[config.mk]
export PLATFORM = sky130hd
export DESIGN_NAME = sigmoid_deriv_sched
export DESIGN_NICKNAME = d
export VERILOG_FILES = /design/src/rtl/sigmoid_deriv_sched.sv
export SDC_FILE = /design/constraint.sdc
export NUM_CORES = 1
export LEC_CHECK = 0
export CAP_MARGIN = 10
export CELL_PAD_IN_SITES_DETAIL_PLACEMENT = 0
export CELL_PAD_IN_SITES_GLOBAL_PLACEMENT = 1
export CORE_MARGIN = 3
export CORE_UTILIZATION = 31
export DETAILED_ROUTE_END_ITERATION = 10
export GPL_TIMING_DRIVEN = 0
export PLACE_DENSITY_LB_ADDON = 0.1
export SLEW_MARGIN = 25
export SYNTH_ARGS = -nofsm -noshare
export SYNTH_HDL_FRONTEND = slang
export SYNTH_SLANG_ARGS = --single-unit
[constraint.sdc]
create_clock -name clk -period 4.5 [get_ports clk]
set_input_delay 0.9 -clock clk [delete_from_list [all_inputs] [get_ports clk]]
set_output_delay 0.9 -clock clk [all_outputs]
set_load 0.01 [all_outputs]
[src/rtl/sigmoid_deriv_sched.sv]
// sigmoid_deriv_sched: round-robin sharing of one fixed-latency sigmoid_deriv unit among NREQ requesters.
// Define SIGD_SCHED_PRIO_EN to give requester 0 strict priority over the round-robin group.
module sigmoid_deriv_sched #(
  parameter int NREQ = 4,
  parameter int LAT  = 4
) (
  input  logic                     clk,
  input  logic                     reset,
  input  logic                     en,
  input  logic [NREQ-1:0]          req_valid,
  input  logic [32*NREQ-1:0]       req_data,
  output logic [NREQ-1:0]          req_ready,
  output logic [31:0]              du_in,
  output logic                     du_in_valid,
  input  logic [31:0]              du_out,
  output logic                     resp_valid,
  output logic [$clog2(NREQ)-1:0]  resp_id,
  output logic [31:0]              resp_data,
  output logic                     idle
);
  localparam int IW = $clog2(NREQ);
  logic [IW-1:0]   ptr_q, ptr_d, gid, j;
  logic [NREQ-1:0] vmask, gnt;
  logic            hit;
  logic [31:0]     du_in_q, resp_data_q;
  logic [IW-1:0]   du_id_q, resp_id_q;
  logic            du_valid_q, resp_valid_q, idle_q, idle_d;
  logic [LAT-1:0]  tv_q, tv_d;
  logic [IW-1:0]   tid_q [LAT];
  always_comb begin
    vmask = (reset || !en) ? '0 : req_valid;
    gnt = '0;
    gid = '0;
    hit = 1'b0;
    j = '0;
`ifdef SIGD_SCHED_PRIO_EN
    if (vmask[0]) begin
      gnt[0] = 1'b1;
      hit = 1'b1;
    end
`endif
    for (int o = 0; o < NREQ; o++) begin
      j = IW'((int'(ptr_q) + o) % NREQ);
      if (!hit && vmask[j]) begin
        gnt[j] = 1'b1;
        gid = j;
        hit = 1'b1;
      end
    end
    ptr_d = ptr_q;
`ifdef SIGD_SCHED_PRIO_EN
    if (hit && gid != '0) ptr_d = (int'(gid) == NREQ-1) ? '0 : gid + IW'(1);
`else
    if (hit) ptr_d = (int'(gid) == NREQ-1) ? '0 : gid + IW'(1);
`endif
    // The tag pipe takes its input from the registered du_in_valid so its exit lines up with du_out.
    tv_d = LAT'({tv_q, du_valid_q});
    idle_d = ~(|tv_d | hit | tv_q[LAT-1]);
  end
  always_ff @(posedge clk) begin
    if (reset) begin
      ptr_q <= '0;
      tv_q <= '0;
      du_valid_q <= 1'b0;
      du_in_q <= '0;
      du_id_q <= '0;
      resp_valid_q <= 1'b0;
      resp_id_q <= '0;
      resp_data_q <= '0;
      idle_q <= 1'b1;
    end else begin
      ptr_q <= ptr_d;
      du_valid_q <= hit;
      if (hit) begin
        du_in_q <= req_data[32*gid +: 32];
        du_id_q <= gid;
      end
      tv_q <= tv_d;
      resp_valid_q <= tv_q[LAT-1];
      if (tv_q[LAT-1]) begin
        resp_id_q <= tid_q[LAT-1];
        resp_data_q <= du_out;
      end
      idle_q <= idle_d;
    end
    tid_q[0] <= du_id_q;
    for (int s = 1; s < LAT; s++) tid_q[s] <= tid_q[s-1];
  end
  assign req_ready = gnt;
  assign du_in = du_in_q;
  assign du_in_valid = du_valid_q;
  assign resp_valid = resp_valid_q;
  assign resp_id = resp_id_q;
  assign resp_data = resp_data_q;
  assign idle = idle_q;
endmodule

==> results.md <==
- Fin area: ~7400 um^2
- Critical path data required time: 3.60 ns
- Multiplexer share of the synthesized area: 0.168
- Post-CTS setup repair buffer count: 0
- Most common flop cell mapped by yosys: dfxtp_1
- Htree depth: 3
- Global-route usage over all layers: 0.184
- FF/Latch Area: around 1700 um^2
- Wire length per cell: about 17 um
- Most numerous cell in the Yosys netlist: dfxtp_1
- Nets: 862
- Outcome: completed
- Diode count: 0
- Count of final hold-check violations: 0
- Seq/Total Area, Yosys: 0.381
- Largest net degree at the start of global routing: 16
- Initial Util: 0.319
- CTS Buf Count: 9
- EDFF count, synth: 0
- Core Util, Final: 0.525
- Initial DRC Count: 137
- Final WL: 15000 um
- FP Rows: 43
- Maximum vdd drop: 0.201 mV
- Ys async rst share: 0
- Synth Net Count: 613
- Tmin final: ~4.3 ns
- Synth Register Bits: 85
- First-pass GRT wire length: around 24000 um
- Gpl congestion: around 0.8
- Placed cell count: 855
- Area of the multi-input gates: roughly 2500 um^2
- Share of layout cells above drive strength 1: 0.113
- Root Buffer: clkbuf_16
- Non-Filler Instances: 871
- Total power: approximately 2.1 mW
- Area Overhead vs Synth: 64.6%
- CTS Buffer Depth: 2
- Clock sink total: 85
- Initial antenna violation count: 0
- Reg clk slew, reported paths: approximately 0.06 ns
- DRC: 0
- Synth Area in Adders: 0.0252
- Worst path arrival time: ~3.4 ns
- Power density cells: between 200 and 300 nW/um^2
- Die Width: roughly 130 um
- Synthesized instance count: between 400 and 500
- Biggest area consumer among synthesized cells: dfxtp_1
- Setup TNS: 0 ns
- Worst-margin pin slew: between 0.7 and 0.8 ns
- Max-cap viol count: 0
- Max-slew violations: 0
- Drt first pass iters: 4
- Area share of the largest cell type after synthesis: 0.381
- Setup crit end kind: primary output
- Cell Area, Synth: between 4000 and 5000 um^2
- PortBufs: between 200 and 250
- Layout filler cell count: 1321
- Overflow after GRT: 0
- Synth Warn #: 0
- Setup Viol. Count Final: 0
- Skew final: roughly 0.007 ns
- Final Cycle Share: 0.965
- Die extent in y: 126 um
- Crit Path Max Fanout: 9
- CTS tree: done
- Netlist cell types: 37
- RSZ-0062 raised after global routing: false
- Leak: 2.87 nW
- Via count: between 4000 and 5000
- Compound-Gate Fraction of Synth Area: 0.252
- Die Area: about 16000 um^2
- Core Footprint: ~14000 um^2
- Hold Path Class: reg -> reg
- DP Wirelength: approximately 12000 um
- Post-synthesis simple-gate area fraction: 0.122
- Boundary Pins: 240
- Critical path class: in -> out
- # resized after CTS: 0
- Placement Cell Area: ~7100 um^2
- Slew headroom: 0.498
- Commonest cells post-synth: dfxtp_1, mux2i_1, nor2_1, a221oi_2, a21oi_1
- Hold Buf Count CTS: 0
- Number of global-route vias before repair: roughly 4600
- Post-Synth XOR/XNOR Area: 0
- FMAX: 230 MHz
- Antenna Nets Post-Route: 0
- Worst setup SP type: input port
- Syn avg cell area: 10.2 um^2
- Vias per cell: 4.97
- Synth top area cells: dfxtp_1, mux2i_1, a221oi_2
- Skew-Pair Late Insertion Delay: between 0.3 and 0.4 ns
- Main combinational cell family by area after synthesis: compound AO/OA/AOI/OAI gates
registers in the layout, indices dropped and copies added, names as in the netlist:
name         count
tv_q             4
resp_valid       1
resp_data       32
tid_q            8
du_id_q          2
du_in_valid      1
ptr_q            2
du_in           32
resp_id          2
idle             1
cell families (layout without fill, tap and decap cells):
logic type / Yosys count / after routing
AOI/OAI and AO/OA: 115 / 115
and+or+nand+nor: 108 / 108
buffers and inverters: 47 / 301
DFF: 85 / 85
adders and majority gates: 9 / 9
muxes: 73 / 73
cell type report:
class,count,share of cell area
tap,180,0.0306
multi-input combinational,305,0.345
timing repair buffer,238,0.324
inverter,5,0.00255
buffer,42,0.0288
clock inverter,6,0.00647
clock buffer,10,0.0311
sequential,85,0.231
per-layer routing:
metal  vias to the layer above  global-route usage  wire (um)
met5                         -                   0          0
met4                         0              0.0631        296
met3                        19              0.0585       1270
met2                       179               0.327       7420
met1                      1994               0.209       6030
li1                       2141                   -          -
where the power goes:
group	internal, mW	total, mW	switching (mW)
registers	0.805	0.833	0.0286
logic	0.327	0.578	0.252
clock network	0.377	0.689	0.312
critical path: stages:
cell             delay, ns
clkdlybuf4s50_1       0.55
nand2b_1              0.21
mux4_2                0.48
nor4_1                0.55
nand2_1               0.12
nand2_1               0.09
clkdlybuf4s50_1       0.55
metrics by stage:
stage | worst slack (ns) | hold WS (ns)
2_1_floorplan | 1.52 | 0.310
3_3_place_gp | 0.169 | 0.312
3_5_place_dp | 0.165 | 0.313
4_1_cts | 0.159 | 0.329
5_1_grt | 0.0369 | 0.334
6_report | 0.156 | 0.326
cell usage in the layout, fill, tap and decap left out, types with 13 or more instances in the layout:
cell / instances
mux2i_1: 71
buf_2: 13
a21oi_1: 35
a221oi_1: 25
and2_1: 33
clkdlybuf4s50_1: 238
dfxtp_1: 85
clkbuf_1: 21
nand2_1: 13
a221oi_2: 39
nor2_1: 41
worst paths after layout:
check,start,to,slack (ns),cells past startpoint
max reg2reg,ptr_q[0],du_in[3],0.92,11
min reg2reg,tid_q[0][1],tid_q[1][1],0.33,0
max,req_valid[2],req_ready[1],0.16,7
min,tid_q[0][1],tid_q[1][1],0.33,0
No activity file was read; power rests on OpenSTA's default activity.
